**src/rtl/mem_fill.sv**
```systemverilog
// mem_fill: sequential memory loader.
//
// A rising edge on start_fill starts a fill. The block then accepts WIDTH-bit
// words over a valid/ready handshake and writes them to addresses
// 0 .. 2^ADDR_W-1 in order, one registered write per accepted word.
// fill_done is high whenever the block is idle and no write is on the bus.
//
// Ports:
//   clk            system clock, rising edge
//   rst            asynchronous, active-high reset
//   start_fill     level request; its rising edge starts a fill
//   abort          synchronous abort of an in-progress fill
//   in_data        incoming word
//   in_valid       in_data valid
//   in_ready       block can accept a word this cycle
//   mem_address    write address (registered)
//   mem_data       write data (registered)
//   mem_wren       write enable, one-cycle pulse per word (registered)
//   fill_done      idle and no write pending
//   words_written  words written in the current/last fill (0 .. 2^ADDR_W)
//   checksum       XOR of all words written in the current/last fill
//                  (present only when MEM_FILL_CHECKSUM_EN is defined)
//
// Optional build macro: MEM_FILL_CHECKSUM_EN adds the checksum output.
//
// state | meaning
// IDLE  | waiting for a start edge; in_ready low
// LOAD  | accepting words; in_ready high
// DRAIN | final word's write is on the bus; in_ready low

module mem_fill #(
   parameter int ADDR_W = 5,
   parameter int WIDTH  = 64
) (
   input  logic              clk,
   input  logic              rst,
   input  logic              start_fill,
   input  logic              abort,
   input  logic [WIDTH-1:0]  in_data,
   input  logic              in_valid,
   output logic              in_ready,
   output logic [ADDR_W-1:0] mem_address,
   output logic [WIDTH-1:0]  mem_data,
   output logic              mem_wren,
   output logic              fill_done,
   output logic [ADDR_W:0]   words_written
`ifdef MEM_FILL_CHECKSUM_EN
   ,
   output logic [WIDTH-1:0]  checksum
`endif
);

   localparam int             DEPTH    = 1 << ADDR_W;
   localparam logic [ADDR_W:0] LAST_IDX = (ADDR_W+1)'(DEPTH - 1);
   localparam logic [ADDR_W:0] ONE      = (ADDR_W+1)'(1);

   typedef enum logic [1:0] {
      IDLE  = 2'd0,
      LOAD  = 2'd1,
      DRAIN = 2'd2
   } state_t;

   state_t          state;
   logic            start_fill_d;
   logic [ADDR_W:0] count;
   logic            start_pulse;
   logic            start_go;
   logic            accept;

   assign start_pulse = start_fill & ~start_fill_d;
   // abort has priority over a start edge arriving in the same cycle
   assign start_go    = (state == IDLE) & start_pulse & ~abort;
   assign in_ready    = (state == LOAD);
   // a word offered in the abort cycle is dropped, not written
   assign accept      = in_valid & in_ready & ~abort;
   assign fill_done   = (state == IDLE) & ~mem_wren;

   always_ff @(posedge clk or posedge rst) begin
      if (rst) begin
         state         <= IDLE;
         start_fill_d  <= 1'b0;
         count         <= '0;
         mem_address   <= '0;
         mem_data      <= '0;
         mem_wren      <= 1'b0;
         words_written <= '0;
      end else begin
         start_fill_d <= start_fill;
         mem_wren     <= 1'b0;
         case (state)
            IDLE: begin
               if (start_go) begin
                  state         <= LOAD;
                  count         <= '0;
                  words_written <= '0;
               end
            end
            LOAD: begin
               if (abort) begin
                  state <= IDLE;
               end else if (accept) begin
                  mem_address   <= count[ADDR_W-1:0];
                  mem_data      <= in_data;
                  mem_wren      <= 1'b1;
                  count         <= count + ONE;
                  words_written <= count + ONE;
                  if (count == LAST_IDX) begin
                     state <= DRAIN;
                  end
               end
            end
            DRAIN: begin
               state <= IDLE;
            end
            default: begin
               state <= IDLE;
            end
         endcase
      end
   end

`ifdef MEM_FILL_CHECKSUM_EN
   always_ff @(posedge clk or posedge rst) begin
      if (rst) begin
         checksum <= '0;
      end else if (start_go) begin
         checksum <= '0;
      end else if (accept) begin
         checksum <= checksum ^ in_data;
      end
   end
`endif

endmodule
```
**config.mk**
```make
export PLATFORM = sky130hd
export DESIGN_NAME = mem_fill
export DESIGN_NICKNAME = d
export VERILOG_FILES = /design/src/rtl/mem_fill.sv
export SDC_FILE = /design/constraint.sdc
export NUM_CORES = 1
export LEC_CHECK = 0
export CORE_MARGIN = 2
export CORE_UTILIZATION = 44
export CTS_CLUSTER_SIZE = 12
export DETAILED_ROUTE_END_ITERATION = 6
export PLACE_DENSITY = 0.95
export SLEW_MARGIN = 20
export SYNTH_ARGS = -nofsm -noshare
export SYNTH_HDL_FRONTEND = slang
export SYNTH_SLANG_ARGS = --single-unit
```
**constraint.sdc**
```tcl
create_clock -name clk -period 6.1 [get_ports clk]
set_input_delay 1.22 -clock clk [delete_from_list [all_inputs] [get_ports clk]]
set_output_delay 1.22 -clock clk [all_outputs]
set_load 0.005 [all_outputs]
```
# Word level (Yosys, flattened, before mapping)
# Index checks and enable logic that the tools add are counted.
[word_totals] elab_cells=40 out_inout_bits=78 ff_bits=79 in_bits=69
[classes] reduce_logical=5 bitwise_logic=9 n_eq_ne=7 mux=12 addsub=1
[op_table] op="$mux W6" count=3
[op_table] op="$pmux W6 S2" count=1
[op_table] op="$mux W2" count=4
[op_table] op="$add A6 B1 Y6 const B" count=1
[op_table] op="$and A1 B1 Y1" count=6
[op_table] op="$eq A6 B5 Y1 const B" count=1
[op_table] op="$ne A3 B2 Y1 const B" count=2
[op_table] op="$reduce_and A3 Y1" count=2
[op_table] op="$ne A2 B2 Y1 const B" count=2
[op_table] op="$pmux W2 S2" count=1
[op_table] op="$reduce_and A4 Y1" count=1
[op_table] op="$mux W1" count=3
[op_table] op="$not A1 Y1" count=3
[op_table] op="$eq A2 B1 Y1 const B" count=1
[op_table] op="$logic_not A2 Y1" count=1
[op_table] op="$ne A2 B1 Y1 const B" count=1
[op_table] op="$reduce_bool A2 Y1" count=1

# Logic depth before layout (Yosys ltp)
[depth] word_depth=6 mapped_depth=5 depth_no_buf=4

# Worst setup path after synthesis
# Ideal clock, no wire load.
[synth_timing] path_type="input to register" from="in abort" to="reg mem_data[0]" path_buffers=1 arrival_time_ps=2102 required_time_ps=5975 setup_ps=125 slack_ps=3873 cell_stages=4 path_cell_list="nand4bb_4 -> inv_2 -> buf_2 -> mux2_2"
[synth_between] elab_chain_len=3
[synth_rtl] item="from (decl)" line="38" text="input logic abort,"
[synth_rtl] item="$not A1 Y1 (no source line) (*)"
[synth_rtl] item="$and A1 B1 Y1" line="75" text="assign accept = in_valid & in_ready & ~abort;"
[synth_rtl] item="$reduce_and A3 Y1 (no source line) (*)"
[synth_rtl] item="to (signal assigned)" line="103" text="mem_data <= in_data;"
[synth_rtl] item="to (decl)" line="43" text="output logic [WIDTH-1:0] mem_data,"
# Mark *: on every way between the ends. The rest lies on a longest branch, timed or not.
# A chain may end at the register's enable or synchronous reset.

# Worst setup path in the final report
[layout_timing] from="in abort" to="reg mem_data[29]"
# The elaborated chain is that of the path after synthesis.

==> results.py <==
metrics = {
    "grt": {
        "grt_pass1_wl_um": 11180,
        "grt_max_degree": 80,
        "antenna_found_initial": 0,
        "gr-usage-all-layers_pct": 19.02,
        "grt_overflow": 0,
        "grt_pass1_vias": 2364,
    },
    "placement": {
        "gp_routability_congestion": 0.7536,
        "post-dp-hpwl_um": 5131,
        "portBuffers": 146,
    },
    "routing": {
        "routedWlPerCell_um": 16.19,
        "wl_um": 7010,
        "viasPerCell": 5.069,
        "num_vias": 2195,
        "drt_iter0_drc": 50,
        "dr.pass1.iters": 4,
        "ant_nets": 0,
        "route.detailed.drc": 0,
    },
    "synthesis": {
        "synth_edf_count": 0,
        "synth_top_family_by_area": "multiplexers",
        "yosysSeqAreaShare_pct": 64.67,
        "async_reset_ff_share_pct": 100.0,
        "synth-main-ff-cell": "dfrtp_1",
        "netlist_instances": 196,
        "ys_ff_latch": 79,
        "synth_compound_area_share_pct": 2.497,
        "yosys-top-cells-area": "dfrtp_1, mux2_2, buf_2, nand4bb_4, nor2b_1",
        "synth-warning-count": 0,
        "avgSynthCellArea_um2": 15.60,
        "synth_adder_area_share_pct": 0.4093,
        "yosysTopAreaCell": "dfrtp_1",
        "yosys.area.top_type_share_pct": 64.67,
        "synthesis.nets": 266,
        "synthXorXnorAreaFrac_pct": 0,
        "ys_types": 29,
        "synth_area_um2": 3057,
        "synthMuxAreaShare_pct": 25.75,
        "synth-simple-area-share_pct": 4.912,
    },
    "hold_path": {
        "hp-class": "reg -> reg",
    },
    "floorplanning": {
        "dieWidth_um": 87.35,
        "die-area_um2": 7630,
        "io_pins": 147,
        "rows": 30,
        "start_util_pct": 45.24,
        "die_h_um": 87.35,
        "coreArea_um2": 6756,
    },
    "critical_path": {
        "critPathLaunchType": "primary input",
        "ff2ff_setup_slack_ps": 3870,
        "endpoint_kind": "flip-flop",
        "required_ps": 6310,
        "crit_path_max_fanout": 46,
        "cp.arrival_ps": 3410,
        "critical_path_class": "in -> reg",
    },
    "layout": {
        "final_layout_size_suffix_gt1_share_pct": 25.50,
        "nets": 418,
        "syn_to_final_growth_pct": 57.43,
        "final_common_cell": "clkdlybuf4s50_1",
        "final_cell_mix": "clkdlybuf4s50_1, dfrtp_1, mux2_2",
        "nFillCells": 461,
        "antenna_cells": 0,
    },
    "clocking": {
        "postCtsSetupRepairBufs": 0,
        "cts_buffers": 9,
        "cts_resized": 0,
        "ctsLongestPathBuffers": 2,
        "root_buffer": "clkbuf_8",
        "path_clk_slew_ps": 80,
        "cts_tree": "done",
        "cts_sinks": 79,
        "clk_latency_ps": 330,
        "holdBufCountCts": 0,
        "htreeDepth": 3,
    },
    "sta": {
        "period_needed_ps": 3200,
        "drv_slew": 0,
        "rsz0062_at_grt": "false",
        "min_period_over_period_pct": 52.45,
        "worst_slew_pin_slew_ps": 974.5,
        "worst_hold_slack_ps": 503.3,
        "setup_tns_ps": 0,
        "max_freq_mhz": 312.5,
        "setup_viol": 0,
        "finClkSkew_ps": 15.41,
        "max-slew-margin-rel_pct": 35.03,
        "hold_viol": 0,
    },
    "job": {
        "max_cap_violations": 0,
    },
    "outcome": {
        "status": "finished clean",
    },
    "power": {
        "leakage_nw": 2.008,
        "p_per_area_nw_per_um2": 358.6,
        "ir_drop_v": 0.0002219,
    },
}
[Yosys cell counts, types with 2 or more instances]
cell and instances:
dfrtp_1 79, mux2_2 69, buf_2 7, inv_1 4
a21oi_1 3, nand2_1 3, nand3_1 3, nor2_1 3
nor2b_1 3, nand2b_1 2, nor3_1 2
[kinds of logic after synthesis]
kind of cell,count (synthesis)
flip-flops,79
buffers and inverters,12
adder cells (fa/ha/maj),1
AO/OA/AOI/OAI,11
multiplexers,70
AND/OR/NAND/NOR,23
[state kept, by name, indices dropped and copies added (netlist names)]
name           flops
start_fill_d       1
mem_wren           1
state              2
mem_data          64
mem_address        5
words_written      6
[metal layers]
metal / wire, µm / share of wire [%] / GRT usage, %
met1: 2662 / 38 / 21.01
met2: 3708 / 53 / 33.61
met3: 539 / 7.7 / 6.256
met4: 100 / 1.4 / 7.552
met5: 0 / 0 / 0
[final cells by class]
cell class / instances / area (µm²) / area share [%]
Sequential cell: 79 / 1977 / 41.08
Inverter: 5 / 20.02 / 0.4160
Timing Repair Buffer: 148 / 1476 / 30.68
Clock buffer: 10 / 127.6 / 2.652
Multi-Input combinational cell: 105 / 1026 / 21.32
Tap cell: 80 / 100.1 / 2.080
Clock inverter: 6 / 85.08 / 1.768
[where the power goes]
group	switching (W)	leakage [nW]	total (W)	internal, W
sequential	0.0000886	0.972	0.000762	0.000673
combinational	0.000153	0.934	0.000552	0.000399
clock	0.000182	0.102	0.000412	0.000229
[worst max-delay path: stages]
cell             delay [ps]
clkdlybuf4s50_1         470
nand4bb_4               290
inv_2                   410
buf_4                   580
mux2_2                  410
[stage by stage]
stage	utilization (%)	instances	cell area, µm²	power, W	worst slack, ps
3_5_place_dp	68.07	417	4599	0.001335	2534
6_report	71.22	433	4812	0.001726	2900
5_1_grt	71.22	433	4812	0.001825	2811
2_1_floorplan	-	196	3057	0.0009320	2857
4_1_cts	71.22	433	4812	0.001751	2892
3_3_place_gp	68.07	417	4599	0.001303	2600
[final timing paths]
kind                                   start          endpoint  cells after the start
max in group asynchronous                rst  words_written[5]                      3
worst min register to register  mem_data[61]      mem_data[61]                      1
worst max register to register      state[1]      mem_data[29]                      4
min in group asynchronous                rst       mem_data[4]                      3
worst max-delay path                   abort      mem_data[29]                      5
worst min-delay path            mem_data[61]      mem_data[61]                      1
Note: power is estimated with default switching activity, not from simulation.
==> RTL edit, RTL diff (same flow settings) <==
Change the parameter `WIDTH` from 64 to 60.
--- a/src/rtl/mem_fill.sv
+++ b/src/rtl/mem_fill.sv
@@ -31,5 +31,5 @@
 module mem_fill #(
    parameter int ADDR_W = 5,
-   parameter int WIDTH  = 64
+   parameter int WIDTH  = 60
 ) (
    input  logic              clk,
Interface: changed (resized in_data and mem_data); port bits go from 147 to 139. The function was not compared with the original's and may differ.
==> RTL edit against the original RTL <==
- the flow now finishes with violations (DRC)
- routed wire length down 7.6%
- clock power down 17%
- die area down 3.7%
- sequential cell count down 4
- total power down 8.0%
- clock skew down 0.0053 ns
- setup slack worse by 0.058 ns
- area after synthesis down 3.8%
- global-route usage down 0.77 points
- sequential power down 5.0%
- maximum frequency down 1.8%
- non-clock buffer count down 8
- synthesized cell count down 4.1%
- cell area down 5.5%
- critical path type unchanged
- largest cell class unchanged
==> RTL edit: results <==
{
  "outcome": "finished with violations",
  "avgSynthCellArea_um2": 15.6,
  "cts.sinks": 75,
  "p_total_mw": 1.59,
  "rr_endpoint": "mem_data[49]$_DFFE_PP0P_",
  "power_leakage_nw": 1.90,
  "grt_pass1_vias": 2120,
  "yosysSeqAreaShare": 0.639,
  "holdPathStages": 1,
  "reg_top3": "mem_data x60, words_written x6, mem_address x5",
  "cts_resized": 0,
  "n_all_buffers": 140,
  "post_drt_wl_per_cell_um": 15.7,
  "drt-vias-per-instance": 4.99,
  "failed_checks": "DRC",
  "grt_max_degree": 76,
  "dp_slack_ns": 2.50,
  "n_clock_buffer": 14,
  "p_int_mw": 1.20,
  "placed_area_um2": 4370,
  "yosys-top-cells-area": "dfrtp_1 (64%), mux2_2 (25%), buf_6 (1.5%), nand4bb_4 (0.94%), nor2b_1 (0.64%)",
  "nonClkBufAreaFrac": 0.307,
  "track_usage": 0.182,
  "nMultiInputCombCells": 101,
  "multi_input_area_um2": 981,
  "num-nets-final": 398,
  "layout-drive-gt1-share": 0.250,
  "first_pass_iters": 7,
  "ir_worst_vdd_mv": 0.214,
  "final_area_um2": 4550,
  "hold_end": "mem_data[12]$_DFFE_PP0P_",
  "clock.fmax_mhz": 307,
  "nFillCells": 448,
  "place.gp.congestion": 0.825,
  "arrival_ns": 3.46,
  "ys_types": 31,
  "clk_share": 0.0396,
  "comb_cell_power_uw": 519,
  "dp_hpwl_um": 4720,
  "grt_pass1_wl_um": 10500,
  "synthTopCellsByCount": "dfrtp_1 (75), mux2_2 (65), buf_6 (4), inv_1 (4)",
  "max_slew_margin": 0.372,
  "clock_skew_ns": 0.0101,
  "synth_nets": 254,
  "wl_um": 6480,
  "hold_path.startpoint": "mem_data[12]$_DFFE_PP0P_",
  "pwr-share-clk": 0.217,
  "remaining_drc_errors": 9
}
RTL edit: through the flow:
step / util / hold WS [ns]
4_1_cts: 0.708 / 0.511
2_1_floorplan: - / 0.504
3_3_place_gp: 0.680 / 0.490
6_report: 0.708 / 0.506
5_1_grt: 0.708 / 0.520
3_5_place_dp: 0.680 / 0.494
RTL edit: metal layers:
metal,wire length (um),GRT usage,up-vias
met2,3350,0.310,81
met4,82,0.0563,0
met1,2580,0.225,1012
met5,0,0,-
li1,-,-,957
met3,465,0.0558,11
RTL edit: critical path: stages:
cell,delay [ns]
clkdlybuf4s50_1,0.47
nand4bb_4,0.30
inv_2,0.53
buf_4,0.50
mux2_2,0.40
RTL edit: kinds of logic after synthesis:
kind of cell / synth area share
flops: 0.639
mux: 0.252
simple gates: 0.0511
buf+inv: 0.0277
compound gates: 0.0260
fa+ha+maj: 0.00426
